$ cat src/rtl/cpu_ctrl_pkg.sv
`default_nettype none
// ============================================================================
// Module   : cpu_ctrl_pkg
// Purpose  : Shared encodings for the X/Y/Z + ULA sequencer: opcodes,
//            register control codes, ULA operations and FSM states.
// Revision : 1.0 - initial release
// ============================================================================
package cpu_ctrl_pkg;

  // Instruction opcodes (upper three bits of the program word)
  localparam logic [2:0] C_OP_LDX  = 3'b000;
  localparam logic [2:0] C_OP_ADD  = 3'b001;
  localparam logic [2:0] C_OP_SUB  = 3'b010;
  localparam logic [2:0] C_OP_CLR  = 3'b011;
  localparam logic [2:0] C_OP_MOVZ = 3'b100;
  localparam logic [2:0] C_OP_SHR  = 3'b101;
  localparam logic [2:0] C_OP_JNZ  = 3'b110;
  localparam logic [2:0] C_OP_HALT = 3'b111;

  // Register control codes driven on Tx/Ty/Tz
  localparam logic [1:0] C_T_HOLD   = 2'b00;
  localparam logic [1:0] C_T_LOAD   = 2'b01;
  localparam logic [1:0] C_T_CLEAR  = 2'b10;
  localparam logic [1:0] C_T_SHIFTR = 2'b11;

  // ULA operation select
  localparam logic C_ULA_ADD = 1'b0;
  localparam logic C_ULA_SUB = 1'b1;

  // Sequencer states
  typedef enum logic [2:0] {
    S_IDLE   = 3'd0,
    S_FETCH  = 3'd1,
    S_DECODE = 3'd2,
    S_EXEC   = 3'd3,
    S_WAIT   = 3'd4,
    S_HALTED = 3'd5
  } state_t;

  // States during which the sequencer reports itself busy
  function automatic logic is_busy_state(input state_t s);
    return (s == S_FETCH) || (s == S_DECODE) || (s == S_EXEC) || (s == S_WAIT);
  endfunction

endpackage
`default_nettype wire

$ cat src/rtl/cpu_decoder.sv
`default_nettype none
// ============================================================================
// Module   : cpu_decoder
// Purpose  : Combinational opcode decode into register/ULA control codes and
//            jump/halt qualifiers for the sequencer.
// Revision : 1.0 - initial release
// ============================================================================
module cpu_decoder
  import cpu_ctrl_pkg::*;
(
  input  logic [2:0] i_opcode,
  input  logic       i_y_zero,
  output logic [1:0] o_tx,
  output logic [1:0] o_ty,
  output logic [1:0] o_tz,
  output logic       o_tula,
  output logic       o_is_jump,
  output logic       o_take_jump,
  output logic       o_is_halt
);

  // Map each opcode to its control word; unused fields stay HOLD/ADD
  always_comb begin
    o_tx        = C_T_HOLD;
    o_ty        = C_T_HOLD;
    o_tz        = C_T_HOLD;
    o_tula      = C_ULA_ADD;
    o_is_jump   = 1'b0;
    o_take_jump = 1'b0;
    o_is_halt   = 1'b0;
    case (i_opcode)
      C_OP_LDX:  o_tx = C_T_LOAD;
      C_OP_ADD: begin
        o_ty   = C_T_LOAD;
        o_tula = C_ULA_ADD;
      end
      C_OP_SUB: begin
        o_ty   = C_T_LOAD;
        o_tula = C_ULA_SUB;
      end
      C_OP_CLR: begin
        o_tx = C_T_CLEAR;
        o_ty = C_T_CLEAR;
        o_tz = C_T_CLEAR;
      end
      C_OP_MOVZ: o_tz = C_T_LOAD;
      C_OP_SHR:  o_ty = C_T_SHIFTR;
      C_OP_JNZ: begin
        // Branch when Y is non-zero
        o_is_jump   = 1'b1;
        o_take_jump = ~i_y_zero;
      end
      C_OP_HALT: o_is_halt = 1'b1;
      default: ;
    endcase
  end

endmodule
`default_nettype wire

$ cat src/rtl/cpu_sequencer.sv
`default_nettype none
// ============================================================================
// Module   : cpu_sequencer
// Purpose  : Multi-cycle FETCH/DECODE/EXEC sequencer driving the X/Y/Z
//            register + ULA datapath, with start/done handshake, HALT,
//            conditional jump and single-step debug mode.
// Revision : 1.0 - initial release
// ============================================================================
module cpu_sequencer
  import cpu_ctrl_pkg::*;
#(
  parameter int PC_W   = 3,
  parameter int OPND_W = 4
) (
  input  logic              clock,
  input  logic              reset,
  input  logic              start,
  input  logic              step_mode,
  input  logic              step,
  input  logic              y_zero,
  input  logic [OPND_W+2:0] instr,
  output logic [PC_W-1:0]   pc,
  output logic [OPND_W-1:0] inX,
  output logic [1:0]        Tx,
  output logic [1:0]        Ty,
  output logic [1:0]        Tz,
  output logic              Tula,
  output logic              busy,
  output logic              done
);

  state_t              r_state;
  logic [PC_W-1:0]     r_pc;
  logic [OPND_W+2:0]   r_ir;
  logic [OPND_W-1:0]   r_inx;
  logic [1:0]          r_tx;
  logic [1:0]          r_ty;
  logic [1:0]          r_tz;
  logic                r_tula;
  logic                r_busy;
  logic                r_done;

  logic [2:0]          w_opcode;
  logic [OPND_W-1:0]   w_operand;
  logic [PC_W-1:0]     w_pc_inc;
  logic [PC_W-1:0]     w_jump_target;
  logic [1:0]          w_tx;
  logic [1:0]          w_ty;
  logic [1:0]          w_tz;
  logic                w_tula;
  logic                w_is_jump;
  logic                w_take_jump;
  logic                w_is_halt;

  assign w_opcode      = r_ir[OPND_W +: 3];
  assign w_operand     = r_ir[OPND_W-1:0];
  // Wraps naturally modulo 2**PC_W
  assign w_pc_inc      = r_pc + PC_W'(1);
  // Operand bits above the program counter width are discarded
  assign w_jump_target = w_operand[PC_W-1:0];

  cpu_decoder u_decoder (
    .i_opcode    (w_opcode),
    .i_y_zero    (y_zero),
    .o_tx        (w_tx),
    .o_ty        (w_ty),
    .o_tz        (w_tz),
    .o_tula      (w_tula),
    .o_is_jump   (w_is_jump),
    .o_take_jump (w_take_jump),
    .o_is_halt   (w_is_halt)
  );

  // Sequencer FSM with registered pc, IR, operand and control outputs.
  // Control codes are loaded leaving DECODE so they are live only in EXEC;
  // the async reset drops them to HOLD immediately, aborting any write.
  always_ff @(posedge clock or posedge reset) begin
    if (reset) begin
      r_state <= S_IDLE;
      r_pc    <= '0;
      r_ir    <= '0;
      r_inx   <= '0;
      r_tx    <= C_T_HOLD;
      r_ty    <= C_T_HOLD;
      r_tz    <= C_T_HOLD;
      r_tula  <= C_ULA_ADD;
      r_busy  <= 1'b0;
      r_done  <= 1'b0;
    end else begin
      r_done <= 1'b0;
      r_tx   <= C_T_HOLD;
      r_ty   <= C_T_HOLD;
      r_tz   <= C_T_HOLD;
      r_tula <= C_ULA_ADD;
      case (r_state)
        S_IDLE: begin
          if (start) begin
            r_state <= S_FETCH;
            r_pc    <= '0;
            r_busy  <= is_busy_state(S_FETCH);
          end
        end
        S_FETCH: begin
          r_ir    <= instr;
          r_state <= S_DECODE;
        end
        S_DECODE: begin
          r_inx   <= w_operand;
          r_tx    <= w_tx;
          r_ty    <= w_ty;
          r_tz    <= w_tz;
          r_tula  <= w_tula;
          r_state <= S_EXEC;
        end
        S_EXEC: begin
          if (w_is_halt) begin
            r_state <= S_HALTED;
            r_busy  <= is_busy_state(S_HALTED);
            r_done  <= 1'b1;
          end else begin
            r_pc    <= (w_is_jump && w_take_jump) ? w_jump_target : w_pc_inc;
            r_state <= step_mode ? S_WAIT : S_FETCH;
          end
        end
        S_WAIT: begin
          // A step pulse and a falling step_mode both give a single advance
          if (step || !step_mode) begin
            r_state <= S_FETCH;
          end
        end
        S_HALTED: begin
          if (start) begin
            r_state <= S_FETCH;
            r_pc    <= '0;
            r_busy  <= is_busy_state(S_FETCH);
          end
        end
        default: begin
          r_state <= S_IDLE;
          r_busy  <= 1'b0;
        end
      endcase
    end
  end

  assign pc   = r_pc;
  assign inX  = r_inx;
  assign Tx   = r_tx;
  assign Ty   = r_ty;
  assign Tz   = r_tz;
  assign Tula = r_tula;
  assign busy = r_busy;
  assign done = r_done;

endmodule
`default_nettype wire

$ cat config.mk
export PLATFORM = sky130hd
export DESIGN_NAME = cpu_sequencer
export DESIGN_NICKNAME = d
export VERILOG_FILES = /design/src/rtl/cpu_ctrl_pkg.sv /design/src/rtl/cpu_decoder.sv /design/src/rtl/cpu_sequencer.sv
export SDC_FILE = /design/constraint.sdc
export NUM_CORES = 1
export LEC_CHECK = 0
export ABC_AREA = 1
export CAP_MARGIN = 5
export CORE_ASPECT_RATIO = 1.5
export CORE_MARGIN = 1
export CORE_UTILIZATION = 51
export CTS_BUF_LIST = sky130_fd_sc_hd__clkbuf_8 sky130_fd_sc_hd__clkbuf_16
export DETAILED_ROUTE_END_ITERATION = 8
export PLACE_DENSITY = 0.92
export SYNTH_ARGS = -nofsm -noshare
export SYNTH_HDL_FRONTEND = slang
export SYNTH_SLANG_ARGS = --single-unit
export TNS_END_PERCENT = 30
$ cat constraint.sdc
create_clock -name clock -period 2.3 [get_ports clock]
set_input_delay 0.69 -clock clock [delete_from_list [all_inputs] [get_ports clock]]
set_output_delay 0.69 -clock clock [all_outputs]
set_load 0.005 [all_outputs]
==> flow_metrics.py <==
metrics = {
    "status": {
        "status": "finished clean",
    },
    "setup_path": {
        "cpLargestDelayFamily": "buffers and inverters",
        "crit_chain": "clkdlybuf4s50_1",
        "cp-end-kind": "primary output",
        "slowest_stage": "clkdlybuf4s50_1",
        "worstSetupPathType": "reg -> out",
        "crit_arrival_ps": 1180,
        "crit_fanout": 3,
        "path_buf_inv": 1,
        "critPathMaxStageDelay_ps": 520,
        "startpoint_type": "flop",
        "cp.required_ps": 1610,
    },
    "floorplan": {
        "design.core.area_um2": 2080,
        "rows": 20,
        "die_area_um2": 2450,
        "ios": 29,
        "initial_utilization": 0.554,
        "die_height_um": 60.2,
        "fp.dieW_um": 40.8,
    },
    "clock_tree": {
        "path_clk_slew_ps": 90,
        "postCtsResizedCells": 0,
        "htreeDepth": 1,
        "postCtsHoldBufs": 0,
        "clock-sinks": 26,
        "post_cts_buffers": 0,
        "insertion_delay_ps": 270,
        "cts_tree": "yes",
        "cts_root_buffer": "clkbuf_8",
        "clock_path_buffers": 2,
        "numCtsBuffers": 3,
    },
    "timing": {
        "min_period_ps": 1870,
        "setup_viol": 0,
        "max_freq_ghz": 0.535,
        "finalSetupTns_ps": 0,
        "rsz0062_at_grt": "false",
        "whs_ps": 476,
        "period_share": 0.813,
        "slew_viol_final": 0,
        "hold_violations": 0,
        "timing.slew.headroom": 0.709,
        "fin_skew_ps": 2.76,
        "worstMarginPinSlew_ps": 436,
    },
    "route": {
        "avgViaCountPerCell": 5.29,
        "wirelength_um": 2250,
        "drtAntennaViolNets": 0,
        "first_pass_iters": 4,
        "first_iter_violations": 23,
        "num_vias": 957,
        "drc": 0,
        "wire_per_inst_um": 12.4,
    },
    "layout": {
        "num-nets-final": 174,
        "syn_to_final_growth_pct": 32.3,
        "utilization": 0.733,
        "multiInputGateArea_um2": 437,
        "seq_area_um2": 651,
        "diodes": 0,
        "n_fill_cell": 166,
        "drive_above_1_share": 0.113,
    },
    "synthesis": {
        "netlist_top_cells_area": "dfrtp_1 57%, nand2_1 9.8%, nand3_1 4.3%",
        "synthTopCellsByCount": "30 x nand2_1, 26 x dfrtp_1, 13 x nor2_1",
        "synth_edf_count": 0,
        "syn_avg_cell_area_um2": 8.99,
        "synth.top_cell.area_share": 0.565,
        "synthesis.area_um2": 1150,
        "ys_ff_latch": 26,
        "ys_async_sr_fraction": 1.00,
        "post-synth-top-count-cell": "nand2_1",
        "yosysWarnings": 0,
        "yosysTopAreaCell": "dfrtp_1",
        "synth_nets": 142,
        "synth_ff_type": "dfrtp_1",
        "synth_cells": 128,
        "yosysSeqAreaShare": 0.565,
        "ys_types": 23,
    },
    "pwr": {
        "leakagePower_nw": 0.744,
        "ir_drop_v": 0.000751,
        "p_total_mw": 2.10,
        "power_density_nw_per_um2": 1380,
    },
    "placed_design": {
        "dpl.hpwl_um": 1760,
        "gp_congestion": 0.820,
        "io_buffer_count": 28,
    },
    "global_routing": {
        "grt-ovfl-total": 0,
        "antenna_found_initial": 0,
        "grt_pass1_vias": 902,
        "grt_start_max_net_pins": 27,
        "grt_pass1_wl_um": 3770,
        "grt_usage": 0.224,
    },
    "job": {
        "cap_violations": 0,
    },
    "hold_path": {
        "min-delay-path-class": "reg -> reg",
    },
}
==> final timing paths <==
check | from | end | slack, ps | cells past startpoint
max | pc[2] | pc[2] | 430 | 1
min | r_ir[3] | inX[3] | 480 | 2
max reg2reg | r_state[2] | busy | 820 | 6
min reg2reg | r_ir[3] | inX[3] | 480 | 2
max in group asynchronous | reset | inX[0] | 1300 | 3
min in group asynchronous | reset | inX[3] | 760 | 3
==> area by class of cell <==
cell class	instances	share of cell area
repair buffers	29	0.189
clock buffers	3	0.0271
flip-flops and latches	26	0.427
multi-input cells	87	0.287
well taps	22	0.0181
clock inverters	1	0.0197
inverters	13	0.0320
==> per-stage QoR <==
step	setup WS [ps]	instance area, µm²	std cells
detailed placement	485	1450	177
floorplan	1030	1150	128
finish	431	1520	181
CTS	425	1520	181
global placement	567	1450	177
global route	383	1520	181
==> power breakdown <==
| group | switching [mW] | internal, mW |
|---|---|---|
| registers | 0.136 | 0.636 |
| clock network | 0.140 | 0.233 |
| logic | 0.544 | 0.411 |
==> cell families after synthesis <==
kind of cell,count (synthesis),share of synthesized area
multiplexers,2,0.0196
XOR/XNOR,1,0.00761
adder cells (fa/ha/maj),1,0.0109
flip-flops,26,0.565
AO/OA/AOI/OAI,17,0.0750
AND/OR/NAND/NOR,66,0.266
buffers and inverters,15,0.0554
==> cell usage in the layout (no fill, tap or decap), drive strengths merged, types with 2 or more instances in the layout <==
cell            n
nand3          11
nor2           15
o21ai           7
nand2          36
dfrtp          26
clkdlybuf4s50  28
mux2            2
clkbuf          3
inv            12
a21oi           9
==> metal layers <==
layer  vias to the layer above  track usage  wire [µm]
met1                       453        0.267        913
met4                         0        0.100         44
li1                        467            -          -
met5                         -            0          0
met2                        31        0.379       1200
met3                         6       0.0260         91
==> worst reg2reg max path, delay by kind of cell (launching register included) <==
family	cells	cell delay, ps
flip-flops	1	460
buffers and inverters	2	220
AND/OR/NAND/NOR	4	700
==> flip-flops by register name, indices dropped and copies added (netlist names) <==
| register | cells |
|---|---|
| Tula | 1 |
| inX | 4 |
| Tx | 2 |
| pc | 3 |
| done | 1 |
| Tz | 2 |
| r_ir | 7 |
| r_state | 3 |
| busy | 1 |
| Ty | 2 |
Note: power is estimated with default switching activity, not from simulation.
==> patch 1, RTL diff (same settings) <==
The parameter `OPND_W` goes from 4 to 3.
--- a/src/rtl/cpu_sequencer.sv
+++ b/src/rtl/cpu_sequencer.sv
@@ -11,5 +11,5 @@
 #(
   parameter int PC_W   = 3,
-  parameter int OPND_W = 4
+  parameter int OPND_W = 3
 ) (
   input  logic              clock,
Ports: changed (resized inX and instr); port bits go from 29 to 27. The function was not compared with the original's and may differ.
==> patch 1 against the unedited design <==
- design area is 4.8% lower
- final cell count is 5.5% higher
- area after synthesis is 2.6% lower
- power is 10% lower
- sequential share of layout area is 1.3 points lower
- sequential power is 10% lower
- via count is 1.8% higher
- sequential cell count is 2 lower
- register-to-register slack better by 50 ps
- setup slack worse by 14 ps
- wire length is 1.5% higher
- critical path depth stayed put
- critical path type unchanged
- highest routed layer unchanged
==> patch 1: results (changes against the unedited design) <==
Register Area=601 um2 (-7.7%); initial DRC count=36 (+57%); P_comb=0.000952 W (about the same); Non-clock buffers, area share=0.185 (-0.00435); RD Place Congestion=0.915 (+12%); final instance area=0.00145 mm2 (-4.8%); routed length on met2=1220 um (+1.6%); syn_nets=153 (+7.7%); status=finished clean; Synth top cells by count=43 x nand2_1, 24 x dfrtp_1, 21 x nor2_1, 14 x inv_1, 8 x nand3_1; Largest register FFs=6 (-1); top cells by area, synth=dfrtp_1 54%, nand2_1 14%, nor2_1 7.0%; Tot GR Track Use=0.223 (-0.00113); fraction of standard cell area in multi-input logic=0.307 (+0.0204); total power=0.00189 W (-10%); flip-flop and latch count=24 (-7.7%); met2 Resource Use GR=0.380 (+0.000720); Clock-cell share=0.0285 (-0.0184); Internal=0.00109 W (-15%); number of fill cells=157 (-5.4%); nonclk buf count=27 (-6.9%); wire per inst=12.0 um (-3.8%); comb_multi_in=97 (+11%); Leak=0.751 nW (+1.0%); Non-clock inverters=18 (+5)
-- patch 1: cell types whose count changed after synthesis, sizes merged, moves of 2 or more --
cell and change:
dfrtp -2, inv +6, a21oi -2, nand2 +11
o21ai -3, nand3 -2, nor2 +10
-- patch 1: cell families after synthesis --
kind of cell / count (synthesis) / share of synthesized area
mux: 1 / 0.0100
flops: 24 / 0.536
buf+inv: 19 / 0.0670
simple gates: 83 / 0.321
fa+ha+maj: 1 / 0.0112
compound gates: 12 / 0.0547
-- patch 1: path summary, 6_finish.rpt --
check / startpoint / end / slack (ps) / cells past startpoint
hold / removal: busy / busy / 480 / 2
setup reg to reg: r_state[2] / r_ir[0] / 870 / 3
setup / recovery: pc[0] / pc[0] / 420 / 1
hold reg to reg: busy / busy / 480 / 2
max in group asynchronous: reset / r_ir[3] / 1300 / 3
min in group asynchronous: reset / inX[0] / 760 / 3
-- patch 1: worst register-to-register path: stages, from the launching register on --
cell and delay (ps):
dfrtp_1 420, inv_2 130, nand3_1 360, mux2_2 400
==> patch 2, RTL diff (same settings) <==
Made on the original files. Register the inputs `start`, `step_mode`, `step`, `y_zero` and `instr` before use, with the module's reset. The logic sees them one clock later.
--- a/src/rtl/cpu_sequencer.sv
+++ b/src/rtl/cpu_sequencer.sv
@@ -29,4 +29,26 @@
   output logic              done
 );
+
+  logic start_q;
+  logic step_mode_q;
+  logic step_q;
+  logic y_zero_q;
+  logic [OPND_W+2:0] instr_q;
+
+  always_ff @(posedge clock or posedge reset) begin
+    if (reset) begin
+      start_q     <= '0;
+      step_mode_q <= '0;
+      step_q      <= '0;
+      y_zero_q    <= '0;
+      instr_q     <= '0;
+    end else begin
+      start_q     <= start;
+      step_mode_q <= step_mode;
+      step_q      <= step;
+      y_zero_q    <= y_zero;
+      instr_q     <= instr;
+    end
+  end
 
   state_t              r_state;
@@ -62,5 +84,5 @@
   cpu_decoder u_decoder (
     .i_opcode    (w_opcode),
-    .i_y_zero    (y_zero),
+    .i_y_zero    (y_zero_q),
     .o_tx        (w_tx),
     .o_ty        (w_ty),
@@ -95,5 +117,5 @@
       case (r_state)
         S_IDLE: begin
-          if (start) begin
+          if (start_q) begin
             r_state <= S_FETCH;
             r_pc    <= '0;
@@ -102,5 +124,5 @@
         end
         S_FETCH: begin
-          r_ir    <= instr;
+          r_ir    <= instr_q;
           r_state <= S_DECODE;
         end
@@ -120,15 +142,15 @@
           end else begin
             r_pc    <= (w_is_jump && w_take_jump) ? w_jump_target : w_pc_inc;
-            r_state <= step_mode ? S_WAIT : S_FETCH;
+            r_state <= step_mode_q ? S_WAIT : S_FETCH;
           end
         end
         S_WAIT: begin
           // A step pulse and a falling step_mode both give a single advance
-          if (step || !step_mode) begin
+          if (step_q || !step_mode_q) begin
             r_state <= S_FETCH;
           end
         end
         S_HALTED: begin
-          if (start) begin
+          if (start_q) begin
             r_state <= S_FETCH;
             r_pc    <= '0;
Function: changed (Yosys sat finds a counterexample within 4 cycles, from zero or initial values and one cycle with reset high).
==> patch 2 against the unedited design <==
- sequential cell count rose by 11
- final cell count rose by 25%
- sequential share of layout area rose by 5.5 points
- setup slack got worse by 16 ps
- design area rose by 26%
- via count rose by 15%
- area after synthesis rose by 29%
- register-to-register slack improved by 150 ps
- critical path depth did not move
- power rose by 21%
- fmax fell by 0.84%
- sequential power rose by 27%
- wire length rose by 19%
- critical endpoint is now pc[0]
- largest cell class unchanged
==> patch 2: results (changes against the unedited design) <==
root buf cell=clkbuf_8; setup bufs post-CTS=0 (unchanged); status=finished clean; via-per-instance ratio=4.86 (-8.1%); Final Max Tran Viols=0 (unchanged); Hold Crit Start=busy; Setup Skew=8.86 ps (+6.09 ps); asr flop ratio synth=1.00 (unchanged); Tot GR Track Use=0.216 (-0.00822); cts repair resizes=0 (unchanged); kind of cell adding the most delay to the critical path=buffers and inverters; ant diodes=0 (unchanged); final WL=2690 um (+19%); crit-path max FO=4 (+1); # H-tree levels=2 (+1); hold path cells=2 (unchanged); top_reg_cell synth=dfrtp_1; worst hold endpoint=busy; Worst-Margin Slew=436 ps (+0.0601 ps); Port Buffer Count=28 (unchanged); number of synthesis warnings=0 (unchanged); r2r endpoint=Ty[1]; worst vdd ir=0.000800 V (+6.6%); vias in the first global route=1142 (+27%); final hold viol count=0 (unchanged); Worst path slowest cell=clkdlybuf4s50_1; hpwl dp=2030 um (+15%); First-pass DRT Iterations=4 (unchanged); Leak=0.978 nW (+32%); Worst R2R Start=r_state[0]; register area share after synthesis=0.624 (+0.0593); maximum buffer depth of the clock tree=2 (unchanged); Internal=0.00160 W (+25%); Worst R2R Setup Slack=970 ps (+150 ps); Clk pin slew, worst setup/hold paths=70 ps (-20 ps); Crit path largest cell delay=520 ps (about the same); RD Place Congestion=0.835 (+1.9%); top cells by area, synth=dfrtp_1 62%, nand2_1 14%, mux2_2 3.8%; reg2reg path depth=5 (-1); total CTS buffers=5 (+2); Sequential Power Share=0.386 (+0.018); Synth top cells by count=54 x nand2_1, 37 x dfrtp_1, 15 x nor2_1, 13 x inv_1, 8 x nand3_1; clk_lat worst skew=300 ps (+30 ps); dpl cell area=0.00182 mm2 (+25%); initial antenna violation count=0 (unchanged); layout cells sized above 1=0.127 (+0.0138); max-cap viol count=0 (unchanged); largest net degree at the start of global routing=38 (+41%); Hold Crit Class=register to register; Seq group=0.000979 W (+27%); Yosys cell types=18 (-22%); syn_nets=167 (+18%); first-pass GRT wire length=4550 um (+21%); data arrival time of the critical path=1200 ps (+20 ps); initial DRC count=20 (-13%); Gate power share=0.403 (-0.052); fin nets=203 (+17%)
## patch 2: cell count changes after synthesis, moves of 3 or more
| cell | before | now |
|---|---|---|
| inv_1 | 9 | 13 |
| mux2_2 | 0 | 5 |
| dfrtp_1 | 26 | 37 |
| a21oi_1 | 9 | 4 |
| nand2_1 | 30 | 54 |
| o21ai_1 | 3 | 0 |
| nand2_2 | 4 | 1 |
## patch 2: logic make-up (layout without fill, tap and decap cells)
logic type,count (synthesis),in the layout,synth area share
mux,5,5,0.0380
fa+ha+maj,1,1,0.00844
buf+inv,17,53,0.0430
flops,37,37,0.624
compound gates,7,7,0.0245
simple gates,86,86,0.262
## patch 2: final cells by class
| class | count | area [um2] |
|---|---|---|
| Tap cell | 37 | 46.3 |
| Clock inverter | 2 | 35.0 |
| Clock buffer | 5 | 68.8 |
| Sequential cell | 37 | 926 |
| Fill cell | 217 | 785 |
| Multi-Input combinational cell | 99 | 493 |
| Inverter | 17 | 63.8 |
| Timing Repair Buffer | 29 | 288 |
## patch 2: worst max path at each step
stage                     startpoint    end  slack (ps)
after floorplan                reset   Tula         780
after global placement         pc[0]  pc[0]         740
after detailed placement       pc[0]  pc[0]         730
after CTS                      pc[0]  pc[0]         410
after global routing           pc[0]  pc[0]         360
final                          pc[0]  pc[0]         410
## patch 2: metrics by stage
step,std cells,hold WS (ps),util,worst slack [ps]
final,226,476,0.710,415
after global routing,226,491,0.710,355
after CTS,226,483,0.710,406
after detailed placement,219,465,0.672,726
after global placement,219,458,0.672,739
after floorplan,153,436,-,777
## patch 2: routing by layer
metal | part of all wire | global-route usage
met5 | 0 | 0
met4 | 0.027 | 0.147
met3 | 0.041 | 0.0765
met2 | 0.55 | 0.368
met1 | 0.38 | 0.208
